===== config.mk =====
export PLATFORM = sky130hd
export DESIGN_NAME = ex_div_flat
export DESIGN_NICKNAME = d
export VERILOG_FILES = /design/src/rtl/ex_div_if.sv /design/src/rtl/ex_div.sv /design/src/flat_wrapper.sv
export SDC_FILE = /design/constraint.sdc
export NUM_CORES = 1
export LEC_CHECK = 0
export BUFFER_PORTS_ARGS = -buffer_cell sky130_fd_sc_hd__buf_4
export CAP_MARGIN = 10
export CELL_PAD_IN_SITES_DETAIL_PLACEMENT = 0
export CELL_PAD_IN_SITES_GLOBAL_PLACEMENT = 1
export CORE_MARGIN = 5
export CORE_UTILIZATION = 45
export DETAILED_ROUTE_END_ITERATION = 6
export PLACE_DENSITY = 0.85
export SYNTH_ARGS = -nofsm -noshare
export SYNTH_HDL_FRONTEND = slang
export SYNTH_SLANG_ARGS = --single-unit
export TNS_END_PERCENT = 5

===== constraint.sdc =====
create_clock -name clk -period 3.69 [get_ports clk]
set_clock_uncertainty 0.15 [all_clocks]
set_input_delay 0.369 -clock clk [delete_from_list [all_inputs] [get_ports clk]]
set_output_delay 0.369 -clock clk [all_outputs]
set_load 0.05 [all_outputs]

===== src/rtl/ex_div_if.sv =====
// Handshake bundle between the ID/EX register, the EX-stage divider and the EX->MEM write-back path.
interface ex_div_if #(parameter int XLEN = 32);
  logic            start_i;
  logic [2:0]      funct3_i;
  logic [XLEN-1:0] op1_i;
  logic [XLEN-1:0] op2_i;
  logic [4:0]      rd_addr_i;
  logic            flush_i;
  logic            stall_o;
  logic            valid_o;
  logic [XLEN-1:0] result_o;
  logic [4:0]      rd_addr_o;

  modport master (
    output start_i, funct3_i, op1_i, op2_i, rd_addr_i, flush_i,
    input  stall_o, valid_o, result_o, rd_addr_o
  );

  modport slave (
    input  start_i, funct3_i, op1_i, op2_i, rd_addr_i, flush_i,
    output stall_o, valid_o, result_o, rd_addr_o
  );
endinterface


===== src/rtl/ex_div.sv =====
// Multi-cycle RV32M divider (DIV/DIVU/REM/REMU), radix-2 restoring, one quotient bit per cycle.
// Optional: define DIV_EARLY_TERM_EN to finish in one cycle when |dividend| < |divisor|.
module ex_div #(
  parameter int XLEN = 32
) (
  input  logic clk,
  input  logic rstn,
  ex_div_if.slave bus
);
  localparam int CW = $clog2(XLEN);

  typedef enum logic [1:0] {IDLE, CALC, DONE} state_t;

  state_t          state_q, state_d;
  logic [CW-1:0]   count_q, count_d;
  logic [XLEN-1:0] rem_q, rem_d;
  logic [XLEN-1:0] quo_q, quo_d;
  logic [XLEN-1:0] dvs_q, dvs_d;
  logic [XLEN-1:0] result_q, result_d;
  logic [4:0]      rd_q, rd_d;
  logic            is_rem_q, is_rem_d;
  logic            neg_quo_q, neg_quo_d;
  logic            neg_rem_q, neg_rem_d;
  logic            raw_q, raw_d;

  logic            is_signed, op1_neg, op2_neg, div_zero, overflow, early;
  logic [XLEN-1:0] op1_mag, op2_mag, diff, final_res;
  logic [XLEN:0]   shifted;
  logic            fits;

  always_comb begin
    is_signed = ~bus.funct3_i[0];
    op1_neg   = is_signed & bus.op1_i[XLEN-1];
    op2_neg   = is_signed & bus.op2_i[XLEN-1];
    op1_mag   = op1_neg ? -bus.op1_i : bus.op1_i;
    op2_mag   = op2_neg ? -bus.op2_i : bus.op2_i;
    div_zero  = (bus.op2_i == '0);
    overflow  = is_signed && (bus.op1_i == {1'b1, {(XLEN-1){1'b0}}}) && (bus.op2_i == '1);
`ifdef DIV_EARLY_TERM_EN
    early     = !div_zero && (op1_mag < op2_mag);
`else
    early     = 1'b0;
`endif
    // One restoring step: the shifted partial remainder may need XLEN+1 bits.
    shifted   = {rem_q, quo_q[XLEN-1]};
    fits      = (shifted >= {1'b0, dvs_q});
    diff      = shifted[XLEN-1:0] - dvs_q;
    if (raw_q)          final_res = is_rem_q ? rem_q : quo_q;
    else if (is_rem_q)  final_res = neg_rem_q ? -rem_q : rem_q;
    else                final_res = neg_quo_q ? -quo_q : quo_q;
  end

  always_comb begin
    // NOTE: every output of this block gets a default first, so no path can infer a latch.
    state_d     = state_q;
    count_d     = count_q;
    rem_d       = rem_q;
    quo_d       = quo_q;
    dvs_d       = dvs_q;
    result_d    = result_q;
    rd_d        = rd_q;
    is_rem_d    = is_rem_q;
    neg_quo_d   = neg_quo_q;
    neg_rem_d   = neg_rem_q;
    raw_d       = raw_q;
    bus.stall_o = 1'b0;
    bus.valid_o = 1'b0;

    unique case (state_q)
      IDLE: begin
        if (bus.start_i && bus.funct3_i[2] && !bus.flush_i) begin
          bus.stall_o = 1'b1;
          rd_d        = bus.rd_addr_i;
          is_rem_d    = bus.funct3_i[1];
          neg_quo_d   = op1_neg ^ op2_neg;
          neg_rem_d   = op1_neg;
          raw_d       = 1'b1;
          state_d     = DONE;
          if (div_zero) begin
            quo_d = '1;
            rem_d = bus.op1_i;
          end else if (overflow) begin
            quo_d = bus.op1_i;
            rem_d = '0;
          end else if (early) begin
            quo_d = '0;
            rem_d = bus.op1_i;
          end else begin
            quo_d   = op1_mag;
            rem_d   = '0;
            dvs_d   = op2_mag;
            raw_d   = 1'b0;
            count_d = '0;
            state_d = CALC;
          end
        end
      end
      CALC: begin
        bus.stall_o = 1'b1;
        rem_d       = fits ? diff : shifted[XLEN-1:0];
        quo_d       = {quo_q[XLEN-2:0], fits};
        if (count_q == CW'(XLEN-1)) begin
          count_d = '0;
          state_d = DONE;
        end else begin
          count_d = count_q + 1'b1;
        end
      end
      DONE: begin
        bus.valid_o = 1'b1;
        result_d    = final_res;
        state_d     = IDLE;
      end
      default: state_d = IDLE;
    endcase

    // A flush wins over everything, including a result about to be strobed.
    if (bus.flush_i) begin
      state_d     = IDLE;
      count_d     = '0;
      bus.valid_o = 1'b0;
      result_d    = result_q;
    end
  end

  assign bus.result_o  = bus.valid_o ? final_res : result_q;
  assign bus.rd_addr_o = rd_q;

  // NOTE: sequential state uses non-blocking assignments only; the datapath registers are
  // reset too so result_o and rd_addr_o read zero straight out of reset.
  always_ff @(posedge clk or negedge rstn) begin
    if (!rstn) begin
      state_q   <= IDLE;
      count_q   <= '0;
      rem_q     <= '0;
      quo_q     <= '0;
      dvs_q     <= '0;
      result_q  <= '0;
      rd_q      <= '0;
      is_rem_q  <= 1'b0;
      neg_quo_q <= 1'b0;
      neg_rem_q <= 1'b0;
      raw_q     <= 1'b0;
    end else begin
      state_q   <= state_d;
      count_q   <= count_d;
      rem_q     <= rem_d;
      quo_q     <= quo_d;
      dvs_q     <= dvs_d;
      result_q  <= result_d;
      rd_q      <= rd_d;
      is_rem_q  <= is_rem_d;
      neg_quo_q <= neg_quo_d;
      neg_rem_q <= neg_rem_d;
      raw_q     <= raw_d;
    end
  end
endmodule


===== src/flat_wrapper.sv =====
// flat-port wrapper written by rule: the top's interface ports become plain ports
module ex_div_flat 
#(
  parameter int XLEN = 32
)
  (clk, rstn, bus_start_i, bus_funct3_i, bus_op1_i, bus_op2_i, bus_rd_addr_i, bus_flush_i, bus_stall_o, bus_valid_o, bus_result_o, bus_rd_addr_o);
  ex_div_if #(.XLEN(XLEN)) bus_i ();
  input  logic clk;
  input  logic rstn;
  input wire logic [$bits(bus_i.start_i)-1:0] bus_start_i;
  input wire logic [$bits(bus_i.funct3_i)-1:0] bus_funct3_i;
  input wire logic [$bits(bus_i.op1_i)-1:0] bus_op1_i;
  input wire logic [$bits(bus_i.op2_i)-1:0] bus_op2_i;
  input wire logic [$bits(bus_i.rd_addr_i)-1:0] bus_rd_addr_i;
  input wire logic [$bits(bus_i.flush_i)-1:0] bus_flush_i;
  output wire logic [$bits(bus_i.stall_o)-1:0] bus_stall_o;
  output wire logic [$bits(bus_i.valid_o)-1:0] bus_valid_o;
  output wire logic [$bits(bus_i.result_o)-1:0] bus_result_o;
  output wire logic [$bits(bus_i.rd_addr_o)-1:0] bus_rd_addr_o;
  assign bus_i.start_i = bus_start_i;
  assign bus_i.funct3_i = bus_funct3_i;
  assign bus_i.op1_i = bus_op1_i;
  assign bus_i.op2_i = bus_op2_i;
  assign bus_i.rd_addr_i = bus_rd_addr_i;
  assign bus_i.flush_i = bus_flush_i;
  assign bus_stall_o = bus_i.stall_o;
  assign bus_valid_o = bus_i.valid_o;
  assign bus_result_o = bus_i.result_o;
  assign bus_rd_addr_o = bus_i.rd_addr_o;
  ex_div #(.XLEN(XLEN)) u_core (.clk(clk), .rstn(rstn), .bus(bus_i));
endmodule

==> reports/metrics.yaml <==
outcome: "finished with violations"
violations: "setup timing"
syn2layout_area_growth_pct: 21.6
r2r_cells: 12
htree_levels: 4
synthFlopType: "dfrtp_1"
ant_nets: 0
io_pins: 115
required_ns: 3.17
synthDistinctLibCells: 72
holdCritPathClass: "primary input to flip-flop"
maxSlewHeadroom_pct: 33.0
wl_um: 34700
syn-cell-area_mm2: 0.0108
cts_tree: "built"
grt_pass1_wl_um: 54700
cp_cell_sequence: "or4_4 > or4_4 > nor4b_4 > and2_4 > a21oi_1 > xor2_1 > nor2_1 > a211oi_2 > a21o_1 > buf_6"
die_w_um: 165
synth_top_family_by_area: "compound AO/OA/AOI/OAI gates"
portBuffers: 114
grtUsageTotal_pct: 25.5
synth_compound_area_share_pct: 25.0
rsz0062_at_grt: "true"
dpl_cell_area_mm2: 0.0122
drtIter0Drc: 886
vias: 10700
ff2ff_setup_slack_ns: 0.22
syn_nets: 1467
yosys-mux-area-fraction_pct: 1.04
total_power_w: 0.00876
grt.busiest_layer: "met2"
synth_seq_cells: 144
use_met2_pct: 40.4
fmax_mhz: 263
cts.clk_slew.worst_paths_ns: 0.06
layout_setup_ws_ns: -0.116
die_area_mm2: 0.0271
synth_warnings: 0
synth-simple-area-share_pct: 19.8
cp_common_cell: "or4_4"
cts_buffers: 17
root_buffer: "clkbuf_16"
grt_pass1_vias: 10200
gp_congestion: 0.933
cp_max_fo: 4
peakVddDrop_v: 0.000352
antennaDiodeCount: 0
avgRoutedWirePerCell_um: 19.3
leakage_nw: 5.61
hold_depth: 2
multi_input_area_mm2: 0.00683
avgSynthCellArea_um2: 7.96
fp-row-count: 56
drv_cap: 0
netlist_instances: 1351
period_minus_slack_ns: 3.81
first_pass_iters: 5
coreArea_mm2: 0.0235
slew_viol_final: 0
die_h_um: 165
regArea_mm2: 0.00360
finalSetupViolations: 7
cts_num_sinks: 144
rr_endpoint: "u_core.rem_q[27]"
cp_data_arrival_time_ns: 3.29
tightest_slew_ns: 1.00
synth-edff-count: 0
min_from: "bus_flush_i"
async_flop_share_pct: 100
cp_slowest_cell: "or4_4"
post_route_cells_drive_above_1_share_pct: 16.2
cpPeakStageDelay_ns: 0.57
met1_usage_pct: 35.9
dp_hpwl_um: 26200
final_area_mm2: 0.0131
final_core_util_pct: 55.6
ys_seq_area_share_pct: 33.5
hold_violations: 0
synth_xor_area_share_pct: 11.4
synth_fa_ha_area_share_pct: 4.72
antenna_found_initial: 0
drcViolationCount: 0
grt_max_degree: 82
fin_crit_sh_pct: 103
start_util_pct: 45.7
r2r-start: "u_core.rem_q[1]"
setup.worst_path.end_class: "output port"
overflow: 0
final_nets: 1586
power_density_mw_per_mm2: 670
grtUsageMet3_pct: 4.27
hold_end: "u_core.state_q[1]"
critPathLaunchType: "flip-flop"
worstSetupPathType: "flip-flop to output port"
cts_buffer_depth: 2
vias_per_cell: 5.93
clk_latency_ns: 0.42
fill_cells: 2217
-- sequential cells by signal, summed over array words and instances (netlist names) --
name	cells
u_core.neg_quo_q	1
u_core.rem_q	32
u_core.quo_q	32
u_core.count_q	5
u_core.result_q	32
u_core.bus.rd_addr_o	5
u_core.is_rem_q	1
u_core.raw_q	1
u_core.neg_rem_q	1
u_core.dvs_q	32
u_core.state_q	2
-- stage by stage --
stage	std cells	setup slack [ns]	hold WS (ns)	setup TNS [ns]
final	1801	-0.116	0.0289	-0.423
after global routing	1801	-0.323	0.0336	-2.47
after CTS	1801	-0.0915	0.0240	-0.356
after detailed placement	1762	-0.0477	0.317	-0.107
after global placement	1762	-0.0699	0.309	-0.177
after floorplan	1351	-0.217	-0.0766	-0.613
-- layout by cell type, fill, tap and decap left out, drive strengths merged, types with 4 or more instances in the layout --
cell         instances
nor2                88
xnor2               73
o31a                 5
clkbuf              21
dfrtp              144
nor2b               10
xor2                67
nand2b              14
a211oi              10
o22ai               11
or3                 22
and3                10
ha                  39
nand4               17
nand2              180
nand3               20
bufinv               5
o221ai              11
o211ai               4
buf                166
a31oi                7
a22o                 6
a21oi               99
o21bai               5
inv                 52
nor4                16
or4                 13
mux2i               10
o31ai               22
o21a                 4
dlygate4sd3          7
nor3                38
and2                 6
a21o                15
o21ai              191
a22oi               19
o41ai               13
-- worst max-delay path by stage --
stage,to,start,slack [ns]
after detailed placement,bus_result_o[27],u_core.rem_q[15],-0.05
after CTS,bus_result_o[23],u_core.quo_q[5],-0.09
after global placement,bus_result_o[27],u_core.rem_q[15],-0.07
final,bus_result_o[23],u_core.quo_q[4],-0.12
after floorplan,bus_result_o[21],u_core.quo_q[4],-0.22
after global routing,bus_result_o[23],u_core.quo_q[5],-0.32
-- power breakdown --
part	total [W]	internal [W]	switching, W
logic	0.00440	0.00183	0.00258
clock network	0.00195	0.00125	0.000696
registers	0.00241	0.00194	0.000475
-- critical path: cells and delay by family, from the launching register on --
| kind | cells | cell delay (ns) |
|---|---|---|
| XOR/XNOR | 1 | 0.17 |
| buffers and inverters | 1 | 0.16 |
| flip-flops | 1 | 0.41 |
| AND/OR/NAND/NOR | 5 | 1.71 |
| AO/OA/AOI/OAI | 3 | 0.43 |
-- cells in the mapped netlist (4+ instances only) --
cell type	count	share of area [%]
a22o_1	6	0.49
nand2_1	179	6.2
inv_1	52	1.8
nor4_1	14	0.81
nor2b_1	10	0.58
or4_1	11	0.77
or3_1	21	1.2
o211ai_1	4	0.28
xor2_1	67	5.5
o21ai_1	9	0.42
nand2b_1	14	0.81
clkbuf_1	63	2.2
xnor2_1	73	5.9
o31ai_1	21	1.5
and2_1	5	0.29
o21a_1	4	0.28
o31a_1	5	0.41
nor2_1	86	3.0
a21o_1	15	1.0
a31oi_1	7	0.41
o21bai_1	5	0.35
ha_1	39	4.5
o21ai_0	182	8.5
nor3_1	37	1.7
and3_1	10	0.58
dfrtp_1	144	33
o221ai_1	11	0.90
mux2i_1	10	0.93
buf_2	5	0.23
nand4_1	17	0.99
nand3_1	20	0.93
a211oi_1	9	0.63
a21oi_1	99	4.6
o22ai_1	11	0.64
o41ai_1	13	1.1
a22oi_1	19	1.3
-- per-layer routing --
metal  share of wire [%]  wire [um]  vias up
met1                  45      15800     5156
met3                 5.9       2040       66
li1                    -          -     5099
met2                  46      16000      365
met5                   0          0        -
met4                 2.6        904        0
-- kinds of logic after synthesis --
family / after synthesis
muxes: 11
and+or+nand+nor: 446
xor gates and xnor gates: 140
DFF: 144
buffers and inverters: 125
AOI/OAI and AO/OA: 445
adders and majority gates: 40
-- area by class of cell --
| class | instances | area share, % |
|---|---|---|
| multi-input combinational | 1082 | 52.2 |
| sequential | 144 | 27.6 |
| timing repair buffer | 173 | 10.7 |
| clock buffer | 21 | 3.60 |
| tap | 319 | 3.05 |
| inverter | 52 | 1.49 |
| clock inverter | 10 | 1.40 |
-- repair_timing --
item | 4_1_cts | 5_1_grt
hold buffers | 7 | 0
hold endpoints to repair | 85 | 0
endpoints found under the setup margin | 17 | 21
setup buffers | 1 | 0
resized for setup | 24 | 20
pin swaps | 6 | 4
Power figures use the tool's default switching activity.
